<file path="src/rtl/conv_stream_collector_if.sv">
// Stream bundle between the convolution pipeline, the collector and its downstream consumer.
// The collector drives the output side through the master modport.
interface conv_stream_collector_if #(
  parameter int WORD_SIZE = 8
);
  logic [WORD_SIZE-1:0] inputPixel;
  logic [1:0]           inputValid;
  logic [WORD_SIZE-1:0] out_pixel;
  logic                 out_valid;
  logic                 out_ready;
  logic                 out_sol;
  logic                 out_eol;
  logic                 out_sof;
  logic                 out_eof;
  logic                 overflow;
  logic                 clear_overflow;
  logic                 frame_done;

  modport master (
    input  inputPixel, inputValid, out_ready, clear_overflow,
    output out_pixel, out_valid, out_sol, out_eol, out_sof, out_eof,
           overflow, frame_done
  );

  modport slave (
    output inputPixel, inputValid, out_ready, clear_overflow,
    input  out_pixel, out_valid, out_sol, out_eol, out_sof, out_eof,
           overflow, frame_done
  );
endinterface

</file>
<file path="src/rtl/conv_stream_collector.sv">
// Collects convolution output pixels, tags them with line/frame markers and buffers
// them in a show-ahead FIFO for a ready/valid consumer.
module conv_stream_collector #(
  parameter int WORD_SIZE  = 8,
  parameter int ROW_SIZE   = 540,
  parameter int NUM_ROWS   = 540,
  parameter int FIFO_DEPTH = 16
) (
  input logic clk,
  input logic rst_n,
  conv_stream_collector_if.master bus
);

  localparam int OUT_COLS = ROW_SIZE - 2;
  localparam int OUT_ROWS = NUM_ROWS - 2;
  localparam int COL_W    = (OUT_COLS > 1) ? $clog2(OUT_COLS) : 1;
  localparam int ROW_W    = (OUT_ROWS > 1) ? $clog2(OUT_ROWS) : 1;
  localparam int PTR_W    = $clog2(FIFO_DEPTH);
  localparam int CNT_W    = PTR_W + 1;
  localparam int ENTRY_W  = WORD_SIZE + 4;

  localparam logic [COL_W-1:0] LAST_COL = COL_W'(OUT_COLS - 1);
  localparam logic [ROW_W-1:0] LAST_ROW = ROW_W'(OUT_ROWS - 1);
  localparam logic [CNT_W-1:0] FULL_CNT = CNT_W'(FIFO_DEPTH);

  typedef enum logic [1:0] {
    IDLE,
    ACTIVE,
    DRAIN
  } state_e;

  state_e state_q, state_d;

  logic [COL_W-1:0] col_q, col_d;
  logic [ROW_W-1:0] row_q, row_d;

  logic [ENTRY_W-1:0] fifoMem_q [FIFO_DEPTH];
  logic [PTR_W-1:0]   writePtr_q, writePtr_d;
  logic [PTR_W-1:0]   readPtr_q, readPtr_d;
  logic [CNT_W-1:0]   count_q, count_d;
  logic               overflow_q, overflow_d;

  logic               beat;
  logic               beatSol, beatEol, beatSof, beatEof;
  logic [ENTRY_W-1:0] pushEntry;
  logic [ENTRY_W-1:0] headEntry;
  logic               headEof;
  logic               fifoValid, fifoFull;
  logic               push, pop, drop;
  logic               frameDone;
  logic               unusedValidBit;

  // Only bit 0 of inputValid qualifies a pixel; bit 1 carries no meaning here.
  assign beat           = bus.inputValid[0];
  assign unusedValidBit = bus.inputValid[1];

  assign beatSol   = (col_q == '0);
  assign beatEol   = (col_q == LAST_COL);
  assign beatSof   = (col_q == '0) && (row_q == '0);
  assign beatEof   = (col_q == LAST_COL) && (row_q == LAST_ROW);
  assign pushEntry = {beatSol, beatEol, beatSof, beatEof, bus.inputPixel};

  assign headEntry = fifoMem_q[readPtr_q];
  assign headEof   = headEntry[WORD_SIZE];
  assign fifoValid = (count_q != '0);
  assign fifoFull  = (count_q == FULL_CNT);

  // A pop in the same cycle frees the slot a push into a full FIFO needs.
  assign pop  = fifoValid && bus.out_ready;
  assign push = beat && (!fifoFull || pop);
  assign drop = beat && fifoFull && !pop;

  // Geometry advances on every qualified beat, dropped or not, so markers stay aligned.
  always_comb begin
    col_d = col_q;
    row_d = row_q;
    if (beat) begin
      if (beatEof) begin
        col_d = '0;
        row_d = '0;
      end else if (beatEol) begin
        col_d = '0;
        row_d = row_q + ROW_W'(1);
      end else begin
        col_d = col_q + COL_W'(1);
      end
    end
  end

  always_comb begin
    writePtr_d = writePtr_q;
    readPtr_d  = readPtr_q;
    count_d    = count_q;
    if (push) writePtr_d = writePtr_q + PTR_W'(1);
    if (pop)  readPtr_d  = readPtr_q + PTR_W'(1);
    if (push && !pop) begin
      count_d = count_q + CNT_W'(1);
    end else if (pop && !push) begin
      count_d = count_q - CNT_W'(1);
    end
  end

  // A drop in the same cycle as a clear request wins so no loss goes unreported.
  always_comb begin
    overflow_d = overflow_q;
    if (drop) begin
      overflow_d = 1'b1;
    end else if (bus.clear_overflow) begin
      overflow_d = 1'b0;
    end
  end

  always_ff @(posedge clk or negedge rst_n) begin
    if (!rst_n) begin
      for (int i = 0; i < FIFO_DEPTH; i++) fifoMem_q[i] <= '0;
    end else if (push) begin
      fifoMem_q[writePtr_q] <= pushEntry;
    end
  end

  always_ff @(posedge clk or negedge rst_n) begin
    if (!rst_n) begin
      col_q      <= '0;
      row_q      <= '0;
      writePtr_q <= '0;
      readPtr_q  <= '0;
      count_q    <= '0;
      overflow_q <= 1'b0;
    end else begin
      col_q      <= col_d;
      row_q      <= row_d;
      writePtr_q <= writePtr_d;
      readPtr_q  <= readPtr_d;
      count_q    <= count_d;
      overflow_q <= overflow_d;
    end
  end

  always_ff @(posedge clk or negedge rst_n) begin
    if (!rst_n) begin
      state_q <= IDLE;
    end else begin
      state_q <= state_d;
    end
  end

  // Frame tracking never throttles input: beats seen during DRAIN already belong to the next frame.
  always_comb begin
    state_d = state_q;
    unique case (state_q)
      IDLE: begin
        if (beat) state_d = beatEof ? DRAIN : ACTIVE;
      end
      ACTIVE: begin
        if (beat && beatEof) state_d = DRAIN;
      end
      DRAIN: begin
        if (pop && headEof) begin
          if (beat && beatEof) begin
            state_d = DRAIN;
          end else if (beat || (col_q != '0) || (row_q != '0)) begin
            state_d = ACTIVE;
          end else begin
            state_d = IDLE;
          end
        end
      end
      default: state_d = IDLE;
    endcase
  end

  always_comb begin
    frameDone = 1'b0;
    if (pop && headEof) frameDone = 1'b1;
  end

  assign bus.out_valid  = fifoValid;
  assign bus.out_pixel  = headEntry[WORD_SIZE-1:0];
  assign bus.out_sol    = fifoValid && headEntry[WORD_SIZE+3];
  assign bus.out_eol    = fifoValid && headEntry[WORD_SIZE+2];
  assign bus.out_sof    = fifoValid && headEntry[WORD_SIZE+1];
  assign bus.out_eof    = fifoValid && headEntry[WORD_SIZE];
  assign bus.overflow   = overflow_q;
  assign bus.frame_done = frameDone;

endmodule

</file>
<file path="src/flat_wrapper.sv">
// flat-port wrapper written by rule: the top's interface ports become plain ports
module conv_stream_collector_flat 
#(
  parameter int WORD_SIZE  = 8,
  parameter int ROW_SIZE   = 540,
  parameter int NUM_ROWS   = 540,
  parameter int FIFO_DEPTH = 16
)
  (clk, rst_n, bus_inputPixel, bus_inputValid, bus_out_ready, bus_clear_overflow, bus_out_pixel, bus_out_valid, bus_out_sol, bus_out_eol, bus_out_sof, bus_out_eof, bus_overflow, bus_frame_done);
  conv_stream_collector_if #(.WORD_SIZE(WORD_SIZE)) bus_i ();
  input logic clk;
  input logic rst_n;
  input wire logic [$bits(bus_i.inputPixel)-1:0] bus_inputPixel;
  input wire logic [$bits(bus_i.inputValid)-1:0] bus_inputValid;
  input wire logic [$bits(bus_i.out_ready)-1:0] bus_out_ready;
  input wire logic [$bits(bus_i.clear_overflow)-1:0] bus_clear_overflow;
  output wire logic [$bits(bus_i.out_pixel)-1:0] bus_out_pixel;
  output wire logic [$bits(bus_i.out_valid)-1:0] bus_out_valid;
  output wire logic [$bits(bus_i.out_sol)-1:0] bus_out_sol;
  output wire logic [$bits(bus_i.out_eol)-1:0] bus_out_eol;
  output wire logic [$bits(bus_i.out_sof)-1:0] bus_out_sof;
  output wire logic [$bits(bus_i.out_eof)-1:0] bus_out_eof;
  output wire logic [$bits(bus_i.overflow)-1:0] bus_overflow;
  output wire logic [$bits(bus_i.frame_done)-1:0] bus_frame_done;
  assign bus_i.inputPixel = bus_inputPixel;
  assign bus_i.inputValid = bus_inputValid;
  assign bus_i.out_ready = bus_out_ready;
  assign bus_i.clear_overflow = bus_clear_overflow;
  assign bus_out_pixel = bus_i.out_pixel;
  assign bus_out_valid = bus_i.out_valid;
  assign bus_out_sol = bus_i.out_sol;
  assign bus_out_eol = bus_i.out_eol;
  assign bus_out_sof = bus_i.out_sof;
  assign bus_out_eof = bus_i.out_eof;
  assign bus_overflow = bus_i.overflow;
  assign bus_frame_done = bus_i.frame_done;
  conv_stream_collector #(.WORD_SIZE(WORD_SIZE), .ROW_SIZE(ROW_SIZE), .NUM_ROWS(NUM_ROWS), .FIFO_DEPTH(FIFO_DEPTH)) u_core (.clk(clk), .rst_n(rst_n), .bus(bus_i));
endmodule
</file>
<file path="config.mk">
export PLATFORM = sky130hd
export DESIGN_NAME = conv_stream_collector_flat
export DESIGN_NICKNAME = d
export VERILOG_FILES = /design/src/rtl/conv_stream_collector_if.sv /design/src/rtl/conv_stream_collector.sv /design/src/flat_wrapper.sv
export SDC_FILE = /design/constraint.sdc
export NUM_CORES = 1
export LEC_CHECK = 0
export ABC_CLOCK_PERIOD_IN_PS = 4300
export BUFFER_PORTS_ARGS = -buffer_cell sky130_fd_sc_hd__buf_2
export CORE_MARGIN = 2
export CORE_UTILIZATION = 60
export CTS_CLUSTER_SIZE = 16
export DETAILED_ROUTE_END_ITERATION = 8
export HOLD_SLACK_MARGIN = 0.12
export PLACE_DENSITY = 0.77
export SYNTH_ARGS = -nofsm -noshare
export SYNTH_HDL_FRONTEND = slang
export SYNTH_SLANG_ARGS = --single-unit
</file>
<file path="constraint.sdc">
create_clock -name clk -period 4.3 [get_ports clk]
set_input_delay 0.43 -clock clk [delete_from_list [all_inputs] [get_ports clk]]
set_output_delay 0.43 -clock clk [all_outputs]
set_load 0.005 [all_outputs]
</file>
### Word-level counts from Yosys, hierarchy flattened

Cells that the tools add are included.

* memories kept: 0
* input bits: 14
* output and inout bits: 15
* register bits: 226
* RAM bits: 0
* ROM bits: 0
* bits in latches: 0
* logic and storage cells: 76

* multiplexer cells: 15
* shift-type cells: 0
* multiply operators: 0
* reduce and logical (&&, ||, !) cells: 25
* bitwise gates (word level): 2
* magnitude comparators: 3
* equality and inequality tests: 3
* div/mod/pow operators: 0
* add/subtract/negate cells: 6

Operators with widths (count)
* bitwise mux 192 bit: 1
* binary-select mux 12 bit (select 4 bit): 1
* demux 12 bit (select 4 bit): 1
* 2-to-1 mux 10 bit: 4
* 2-to-1 mux 12 bit: 3
* adder 10 x 1 -> 10 bit (second input constant): 2
* == test 10 bit (second input constant): 2
* logical NOT 10 bit: 2
* logical AND 1 bit: 14
* greater-or-equal comparator 5 bit (second input constant): 2
* 2-to-1 mux 5 bit: 2
* NOT 4 -> 5 bit: 2
* adder 4 x 1 -> 4 bit (second input constant): 2
* nonzero test 2 bit: 3
* adder 5 x 1 -> 5 bit (second input constant): 1
* == test 5 bit (second input constant): 1
* < comparator 5 x 1 -> 1 bit (second input constant): 1
* nonzero test 5 bit: 1
* subtractor 5 x 1 -> 5 bit (second input constant): 1
* logical NOT 1 bit: 3
* 2-to-1 mux 1 bit: 3
* AND reduction 2 bit: 1
* logical OR 1 bit: 1

### Depth between registers and ports, before layout

Gate-level depths: netlist of the first run.

* word-level depth: 8
* mapped depth: 11
* mapped depth without buffers: 10

### Least setup slack after synthesis of the first run

OpenSTA, ideal clock, no wires.

* path type: flip-flop to flip-flop
* start: register u_core.count_q[1]
* end: register u_core.count_q[4]
* arrival: 2.754 ns
* stages on the path, launching flop included: 12
* required time: 4.220 ns
* path slack: 1.466 ns
* cell sequence: dfrtp_1 or4_1 buf_2 o21a_1 inv_1 ha_1 inv_1 fa_1 a21o_1 a21oi_1 mux2i_1 xnor2_1

* longest elaborated chain between the ends: 7
* elaborated cells on any way between the ends: 15
* classes of those cells: 2 x add/sub; 1 x eq/ne; 2 x mux; 10 x reduce/logical

Ends and longest elaborated chain
* from (decl): RTL line conv_stream_collector.sv:40 `logic [CNT_W-1:0] count_q, count_d;`
* from (signal assigned): RTL line conv_stream_collector.sv:134 `count_q <= count_d;`
* parallel branches: the longest is 7 deep, another holds subtractor 5 x 1 -> 5 bit

Parallel ways; which one is timed is not known. The select of a mux whose other input is x is not followed.
A chain may end at the register's enable or synchronous reset.

### Final worst setup path of the first run

* start: register u_core.readPtr_q[0]
* end: output port bus_out_pixel[2]

* longest elaborated chain between the ends: 4

Ends and longest elaborated chain
* from (decl): RTL line conv_stream_collector.sv:39 `logic [PTR_W-1:0] readPtr_q, readPtr_d;`
* from (signal assigned): RTL line conv_stream_collector.sv:133 `readPtr_q <= readPtr_d;`
* NOT 4 -> 5 bit (implied by the code): RTL line conv_stream_collector.sv:63 `assign headEntry = fifoMem_q[readPtr_q];`
* binary-select mux 12 bit (select 4 bit): RTL line conv_stream_collector.sv:63
* 2-to-1 mux 12 bit (implied by the code) (2 in a row): RTL line conv_stream_collector.sv:63
* to (decl): RTL line flat_wrapper.sv:17 `output wire logic [$bits(bus_i.out_pixel)-1:0] bus_out_pixel;`

No other way between the ends. The select of a mux whose other input is x is not followed.

==> results of run 1 <==
## sequential cells by signal, indices dropped and copies added (netlist names)
register             cells
u_core.bus.overflow      1
u_core.col_q            10
u_core.count_q           5
u_core.fifoMem_q       192
u_core.readPtr_q         4
u_core.row_q            10
u_core.writePtr_q        4
## worst register-to-register path, delay by kind of cell (launching register included)
| kind | cells | cell delay [ps] |
|---|---|---|
| adders and majority gates | 2 | 610 |
| AOI/OAI and AO/OA | 3 | 580 |
| and+or+nand+nor | 1 | 540 |
| buffers and inverters | 3 | 500 |
| DFF | 1 | 420 |
| muxes | 1 | 240 |
| xor gates and xnor gates | 1 | 130 |
## cell families after synthesis
logic type / count (synthesis)
flops: 226
mux: 192
simple gates: 138
compound gates: 111
buf+inv: 74
xor+xnor: 21
fa+ha+maj: 16
## routing by layer
layer	GRT usage, %	up-vias	wire, µm
li1	-	2892	-
met3	3.81	45	1030
met1	35.7	3419	9420
met5	0	-	0
met2	43.6	166	11800
met4	8.08	0	659
## metrics by stage
| stage | total power (W) | util (%) | hold slack [ps] |
|---|---|---|---|
| after detailed placement | 0.00620 | 63.3 | 461 |
| final | 0.00821 | 68.0 | 309 |
| after global routing | 0.00865 | 68.0 | 350 |
| after floorplan | 0.00534 | - | 134 |
| after global placement | 0.00600 | 63.3 | 456 |
| after CTS | 0.00826 | 68.0 | 309 |
## placed cells by master (no fill, tap or decap), types with 6 or more instances in the layout
cell type	instances
dfrtp_1	224
mux2_2	130
nand2_1	80
o21ai_0	65
mux4_2	56
buf_2	26
clkbuf_16	24
buf_4	19
ha_1	15
inv_1	13
xnor2_1	13
o2111ai_2	12
nor2_1	11
nand4_1	10
o21ai_2	10
clkbuf_8	9
xor2_1	8
nand3_1	7
mux2i_1	6
a211oi_1	6
## final cells by class
type / count / share of cell area (%)
clock buffers: 37 / 6.28
multi-input cells: 478 / 39.3
flip-flops and latches: 226 / 48.1
well taps: 225 / 2.39
clock inverters: 5 / 0.521
repair buffers: 50 / 2.96
inverters: 14 / 0.447
## worst max-delay path by stage
| stage | from | to | slack (ps) | cells past startpoint |
|---|---|---|---|---|
| 2_1_floorplan | u_core.count_q[1]$_DFFE_PN0P_ | u_core.count_q[4]$_DFFE_PN0P_ | 1470 | 11 |
| 3_3_place_gp | u_core.count_q[0]$_DFFE_PN0P_ | u_core.count_q[4]$_DFFE_PN0P_ | 1250 | 11 |
| 3_5_place_dp | u_core.count_q[0]$_DFFE_PN0P_ | u_core.count_q[4]$_DFFE_PN0P_ | 1210 | 11 |
| 4_1_cts | u_core.readPtr_q[0]$_DFFE_PN0N_ | bus_out_pixel[2] | 980 | 4 |
| 5_1_grt | u_core.readPtr_q[0]$_DFFE_PN0N_ | bus_out_pixel[2] | 900 | 4 |
| 6_report | u_core.readPtr_q[0]$_DFFE_PN0N_ | bus_out_pixel[2] | 1030 | 4 |
## power breakdown
part           internal (W)  total (W)  switching [W]
sequential          0.00286    0.00350       0.000640
combinational       0.00157    0.00265        0.00108
clock               0.00124    0.00205       0.000817
total               0.00567    0.00821        0.00254
## repair_timing
action,in CTS,in global routing
hold buffers,2,0
hold endpoints to repair,100,0
setup endpoints to repair,0,0
==> qor.txt, run 1 <==
Multi-input gate area: 4620 µm²
Mean area per synthesized cell: 13.7 µm²
CP top delay family: multiplexers
Cell accounting for the most synthesized area: dfrtp_1
Ant. Diodes: 0
Register Area: 5660 µm²
Minimum clock period: 3270 ps
First-pass GRT wire length: 37,100 µm
Tcrit/Tclk final: 76.0%
Post-synth ARST share: 100%
CP required: 3870 ps
Worst reg2reg endpoint: u_core.count_q[4]$_DFFE_PN0P_
EDFF count, synth: 0
Seq/Total Area, Yosys: 53.2%
Vias in the first global route: 6,823
Worst slew pin tran: 1210 ps
Synth top area share: 53.2%
Grt total ovfl: 0
Top Ports: 29
Clock transition at the registers of the reported paths: 60 ps
Post-Route WL: 22,900 µm
CP endpoint kind: output port
Antenna viol nets, final: 0
Area grow syn2layout: 10.8%
Vias/cell: 6.30
Drt initial violations: 412
Peak supply drop: 0.472 mV
Pin count of the biggest net entering global routing: 103
Global-route usage over all layers: 26.1%
Setup_tns: 0 ps
Vias: 6,522
CP most frequent cell: mux4_2
Yosys reg bits: 226
Most frequent cells after synthesis: dfrtp_1 (226), mux2_2 (130), nand2_1 (80)
Post-synthesis compound-gate area fraction: 7.36%
Routed len/inst: 22.1 µm
CP peak stage delay: 780 ps
Fmax: 306 MHz
Hold Violations, Final: 0
Outcome: finished, final reports clean
Post-CTS setup buffers: 0
PD cells: 698 nW/µm²
Crit path kind: reg -> out
Cells after synthesis: 778
Synth Area in Simple Gates: 6.27%
Final Skew: 13.2 ps
Initial core utilization: 61.4%
Dpl hpwl: 14,700 µm
Main combinational cell family by area after synthesis: multiplexers
Min setup slack post-route: 1030 ps
Hold_sp: bus_out_ready
CTS Buf Count: 24
Min-Delay Endpoint: u_core.readPtr_q[1]$_DFFE_PN0N_
Worst Path Max Fanout: 26
Hold Path Depth: 4
Placement Cell Area: 10,900 µm²
R2R cell count: 11
Final Max Slew Viols: 0
Place WS: 1210 ps
Endpoints failing setup: 0
DRC Markers: 0
Reg2Reg Setup Slack: 1210 ps
Die width: 137 µm
Critical R2R Launch: u_core.count_q[1]$_DFFE_PN0P_
Synthesis warning total: 0
Drt pass-1 iters: 4
Syn Nets: 808
Post-Synth Adder-Cell Area: 1.96%
Routability cong.: 0.758
Deepest clock path buffer count: 3
Port bufs: 27
Initial antenna violation count: 0
Count leader, synth: dfrtp_1
Layout cell share with drive strength beyond 1: 37.4%
Nets@finish: 824
Slew margin rel.: 19.0%
Slowest cell on crit path: dfrtp_4
Synth cell types: 48
Post-Layout Cell Count: 1,035
Die Y: 137 µm
Post-synthesis cell area: 10,600 µm²
Insertion delay to the later sink of the worst-skew pair: 520 ps
# resized after CTS: 0
Root buffer cell: clkbuf_16
Fillers: 1,183
CP startpoint kind: flop
Final Cell Area: 11,800 µm²
Placed Cells: 991
Top cells by area, synth: dfrtp_1 (53%), mux2_2 (14%), mux4_2 (12%)
CTS HTree Levels: 1
CP Data Arrival Time: 2840 ps
Die area: 18,800 µm²
CTS sink cnt: 226
Max-cap violations: 0
Row count: 48
Critical-path cell list: buf_12 > mux4_2 > mux4_2 > buf_2
Core area: 17,300 µm²
Post-synthesis mux area share: 26.2%
RSZ-0062 raised after global routing: false
Top FF cell, synth: dfrtp_1
CTS tree: done
XOR/XNOR Fraction of Synth Area: 1.73%
Pleak: 5.16 nW
Worst min-delay path class: in -> reg
Buf/Inv on CP: 2
Note: power is estimated with default switching activity, not from simulation.
==> run 2: changes to the inputs <==
- ABC_AREA: unset -> 1
- ABC_CLOCK_PERIOD_IN_PS: 4300 -> 3280
- clock period: 4.3 -> 3.28 ns (I/O delays scaled with it)
==> qor.txt, run 2 <==
Outcome: finished, final reports clean
Mean area per synthesized cell: 8.03 µm²
Int Power: 0.00654 W
CP peak stage delay: 620 ps
Post-Route WL: 27,800 µm
Routed len/inst: 17.0 µm
Worst slew pin tran: 989 ps
CP required: 2950 ps
Post-synthesis mux area share: 0%
Crit path from: u_core.readPtr_q[0]$_DFFE_PN0N_
Seq/Total Area, Yosys: 50.6%
Deepest clock path buffer count: 3
Most frequent cells in the layout: nand2_1 (426), dfrtp_1 (224), o21ai_0 (187), nor2_1 (104), inv_1 (91)
Layout cell share with drive strength beyond 1: 7.68%
Fmax: 325 MHz
Initial core utilization: 61.6%
Slew margin rel.: 33.7%
Insertion delay to the later sink of the worst-skew pair: 530 ps
CP endpoint kind: output port
# resized after CTS: 0
Critical-path cell list: inv_2 > buf_12 > nor2_1 > nor2_1 > o21ai_0 > o211ai_1 > nand3_1 > nand2_1 > buf_2
DRT met1 WL: 11,900 µm
Yosys reg bits: 226
Placement Cell Area: 11,400 µm²
Reg power frac: 39.8%
Synth top area share: 50.6%
Slowest cell on crit path: dfrtp_4
Drt pass-1 iters: 6
CP most frequent cell: nor2_1
Synth cell types: 36
Worst min-delay path class: in -> reg
Area grow syn2layout: 9.16%
Die Y: 141 µm
Most frequent cells after synthesis: nand2_1 (426), dfrtp_1 (226), o21ai_0 (187)
CTS Buf Count: 25
Count leader, synth: nand2_1
Final Max Slew Viols: 0
Main combinational cell family by area after synthesis: simple AND/OR/NAND/NOR gates
Die width: 141 µm
Tcrit/Tclk final: 93.8%
Drt initial violations: 784
Fillers: 1,506
Reg2Reg Setup Slack: 730 ps
Top FF cell, synth: dfrtp_1
CP Data Arrival Time: 2750 ps
Vias in the first global route: 9,189
Port bufs: 27
Initial antenna violation count: 0
CTS tree: done
Worst Path Max Fanout: 43
Post-synthesis compound-gate area fraction: 13.8%
PD cells: 884 nW/µm²
Ant. Diodes: 0
Switching Fraction: 39.5%
Biggest register: u_core.fifoMem_q
Worst reg2reg endpoint: u_core.count_q[3]$_DFFE_PN0P_
CP startpoint kind: flop
Multi-input gate area: 4710 µm²
Top layer in use: met4
Hold Violations, Final: 0
Post-Layout Cell Count: 1,636
Register Area: 5660 µm²
Critical path destination: bus_out_pixel[1]
Vias: 9,316
Critical R2R Launch: u_core.count_q[1]$_DFFE_PN0P_
DRC Markers: 0
Post-synthesis cell area: 11,200 µm²
CTS sink cnt: 226
Die area: 19,700 µm²
Wire length on met3: 1600 µm
Cell accounting for the most synthesized area: dfrtp_1
Root buffer cell: clkbuf_16
Max FFs per register: 192
Endpoints failing setup: 0
R2R cell count: 12
Hold buffers post-CTS: 10
Synth Area in Simple Gates: 25.1%
Routability cong.: 0.877
Vias/cell: 5.69
Cells after synthesis: 1,392
Pleak: 5.89 nW
Crit path kind: reg -> out
Post-synth ARST share: 100%
Top Ports: 29
Core area: 18,100 µm²
Final Cell Area: 12,200 µm²
RSZ-0062 raised after global routing: false
Post-Synth Adder-Cell Area: 1.86%
Minimum clock period: 3080 ps
First-pass GRT wire length: 46,600 µm
Min setup slack post-route: 203 ps
Placed Cells: 1,583
Post-CTS setup buffers: 0
Routed wl met2: 13,400 µm
Max-cap violations: 0
Top cells by area, synth: dfrtp_1 (51%), nand2_1 (14%), o21ai_0 (8.4%)
Row count: 49
Clock transition at the registers of the reported paths: 60 ps
Grt total ovfl: 0
Pin count of the biggest net entering global routing: 105
Nets@finish: 1,421
Worst hold slack: 136 ps
Global-route usage over all layers: 29.4%
Psw: 0.00426 W
Syn Nets: 1,422
Synthesis warning total: 0
Top Registers: u_core.fifoMem_q x192, u_core.col_q x10, u_core.row_q x10
Peak supply drop: 0.488 mV
Share of total power in the clock network: 24.2%
Place WS: 721 ps
Logic pwr share: 36.1%
Setup_tns: 0 ps
Dpl hpwl: 17,000 µm
Most common cell after layout, fill and taps aside: nand2_1
Final Skew: 9.36 ps
Antenna viol nets, final: 0
XOR/XNOR Fraction of Synth Area: 1.25%
EDFF count, synth: 0
CTS HTree Levels: 1
run 2: cell count changes after synthesis, sizes merged, moves of 9 or more:
cell	previous run	this run
mux4	56	0
o2111ai	12	0
o21ai	76	232
nor3	2	11
a21oi	5	26
nor2	11	108
xnor2	13	2
nand2	80	434
buf	31	45
mux2	130	0
clkbuf	29	39
nand3	7	90
o211ai	4	32
inv	14	97
run 2: cells by family (layout without fill, tap and decap cells):
kind of cell             count (synthesis)  after routing
flip-flops                             226            226
AO/OA/AOI/OAI                          292            292
adder cells (fa/ha/maj)                 16             16
XOR/XNOR                                16             16
AND/OR/NAND/NOR                        661            661
buffers and inverters                  181            196
run 2: how the worst min path moves through the flow:
stage	slack, ps	from	endpoint	depth (start not counted)
2_1_floorplan	30	rst_n	u_core.bus.overflow$_DFFE_PN0P_	0
3_3_place_gp	440	rst_n	u_core.fifoMem_q[160]$_DFFE_PN0P_	1
3_5_place_dp	440	rst_n	u_core.fifoMem_q[160]$_DFFE_PN0P_	1
4_1_cts	140	bus_out_ready	u_core.readPtr_q[2]$_DFFE_PN0N_	3
5_1_grt	160	bus_out_ready	u_core.readPtr_q[3]$_DFFE_PN0N_	3
6_report	140	bus_out_ready	u_core.readPtr_q[2]$_DFFE_PN0N_	3
run 2: cell type report:
cell class	instances	share of cell area [%]
sequential	226	46.4
multi-input combinational	985	38.5
clock buffer	36	5.79
timing repair buffer	56	3.59
inverter	97	3.00
tap	229	2.35
clock inverter	7	0.369
run 2: power groups by stage:
stage	clock (W)	sequential (W)	combinational (W)
floorplan	0	0.00409	0.00286
global placement	0	0.00428	0.00374
detailed placement	0	0.00431	0.00387
CTS	0.00263	0.00427	0.00389
global route	0.00276	0.00441	0.00442
finish	0.00261	0.00429	0.00390
run 2: metrics by stage:
stage               total power, W  util, %
floorplan                  0.00695        -
global placement           0.00802     62.6
detailed placement         0.00817     62.6
CTS                         0.0108     67.3
global route                0.0116     67.3
finish                      0.0108     67.3
run 2: layer usage:
layer	vias to the layer above	GRT usage [%]
met2	291	50.2
met3	71	3.59
met5	-	0
met4	0	11.1
li1	4509	-
met1	4445	39.0
run 2: critical path, delay by kind of cell (launching register included):
kind                   cells  cell delay, ps
AND/OR/NAND/NOR            4             400
AO/OA/AOI/OAI              2             200
flip-flops                 1             620
buffers and inverters      3             960
==> run 3: changes to the inputs <==
- CORE_MARGIN: 2 -> unset
==> qor.txt, run 3 (same netlist as run 2, synthesis figures left out) <==
Total power: 0.0109 W
Dpl hpwl: 17,200 µm
Most frequent cells in the layout: nand2_1 (426), dfrtp_1 (224), o21ai_0 (187), nor2_1 (104), inv_1 (91)
Global-route usage over all layers: 30.1%
Biggest register: u_core.fifoMem_q
Area grow syn2layout: 9.41%
CP startpoint kind: flop
CTS tree: done
Minimum clock period: 2990 ps
CTS sink cnt: 226
Hold Path Depth: 3
Layout cell share with drive strength beyond 1: 7.87%
Vias: 9,402
Post-Route WL: 28,000 µm
Max FFs per register: 192
Initial core utilization: 61.8%
Tcrit/Tclk final: 91.2%
Die area: 19,200 µm²
CP Data Arrival Time: 2660 ps
R2R cell count: 12
Util after Layout: 67.7%
Initial antenna violation count: 1
Peak supply drop: 0.447 mV
Endpoints failing setup: 0
Most common cell after layout, fill and taps aside: nand2_1
DRC Markers: 8
Port bufs: 27
Antenna viol nets, final: 0
Worst Path Max Fanout: 41
Post-CTS setup buffers: 0
Hold Violations, Final: 0
Routed len/inst: 17.0 µm
Placed Cells: 1,587
Outcome: complete, but fails checks
Worst min-delay path class: in -> reg
Nets@finish: 1,425
CTS HTree Levels: 1
Drt initial violations: 836
M1 GR Usage: 40.1%
PD cells: 889 nW/µm²
RSZ-0062 raised after global routing: false
GRT met2 Usage: 50.8%
Final Skew: 14.7 ps
Slew margin rel.: 31.2%
Crit path kind: reg -> out
Routability cong.: 0.892
Placement Cell Area: 11,300 µm²
Top Registers: u_core.fifoMem_q x192, u_core.col_q x10, u_core.row_q x10
Met3 usage: 4.73%
Row count: 49
Die Y: 139 µm
Insertion delay to the later sink of the worst-skew pair: 520 ps
Global route hottest layer: met2
Post-Layout Cell Count: 1,641
CP endpoint kind: output port
Worst slew pin tran: 1030 ps
Final Max Slew Viols: 0
Pin count of the biggest net entering global routing: 105
# resized after CTS: 0
Final Cell Area: 12,200 µm²
Deepest clock path buffer count: 3
Drt pass-1 iters: 7
Pleak: 5.91 nW
Vias/cell: 5.73
Setup_tns: 0 ps
Top Ports: 29
CP required: 2950 ps
Fmax: 334 MHz
Clock transition at the registers of the reported paths: 60 ps
Root buffer cell: clkbuf_16
First-pass GRT wire length: 45,900 µm
Violated checks: DRC
CTS Buf Count: 25
Die width: 139 µm
Max-cap violations: 0
Grt total ovfl: 0
Core area: 18,100 µm²
Vias in the first global route: 9,033
[run 3: changes by cell type in the layout (fill, tap and decap cells not counted)]
cell       previous run  this run
buf_12                4         1
clkbuf_1              7         8
clkbuf_8              4         3
bufinv_16             0         2
clkinv_4              1         0
buf_4                15        22
inv_6                 1         0
diode_2               0         1
[run 3: worst paths after layout]
| check | endpoint | slack, ps | startpoint |
|---|---|---|---|
| max | bus_out_eol | 290 | u_core.readPtr_q[0]$_DFFE_PN0N_ |
| max reg2reg | u_core.count_q[4]$_DFFE_PN0P_ | 720 | u_core.count_q[1]$_DFFE_PN0P_ |
| min reg2reg | u_core.fifoMem_q[161]$_DFFE_PN0P_ | 480 | u_core.fifoMem_q[161]$_DFFE_PN0P_ |
| max in group asynchronous | u_core.readPtr_q[1]$_DFFE_PN0N_ | 1940 | rst_n |
| min in group asynchronous | u_core.count_q[2]$_DFFE_PN0P_ | 460 | rst_n |
| min | u_core.readPtr_q[3]$_DFFE_PN0N_ | 140 | bus_out_ready |
[run 3: area by class of cell]
class                   instances  area, µm²
diodes                          1       2.50
flip-flops and latches        226       5660
multi-input cells             985       4710
clock inverters                 7       87.6
repair buffers                 60        430
fillers                      1523       5850
well taps                     229        287
inverters                      97        367
clock buffers                  36        697
[run 3: critical path: stages (launching register included)]
cell and delay (ps):
dfrtp_4 630, inv_2 240, buf_4 450, nand2_1 100, nand3_1 90, nand3_1 80
nand2_1 80, nand2_1 110, a21oi_1 190, buf_2 130
[run 3: power breakdown]
group	internal (W)	leakage [nW]	total (W)	switching, W
Sequential	0.00366	2.95	0.00425	0.000590
Clock	0.00162	0.383	0.00271	0.00108
Combinational	0.00137	2.58	0.00392	0.00255
[run 3: timing repair]
action                                  in CTS  in global routing
hold buffers                                10                  0
endpoints found under the setup margin       0                  0
hold endpoints to repair                   117                  0
[run 3: per-layer routing]
layer / vias to the layer above / wire length, µm
met1: 4497 / 11900
met3: 56 / 1900
met5: - / 0
met4: 0 / 732
li1: 4524 / -
met2: 325 / 13400
[run 3: through the flow]
step                setup WS, ps  hold WS (ps)
finish                       287           135
global route                 143           150
CTS                          296           130
detailed placement           734           436
global placement             755           434
floorplan                    927          32.4
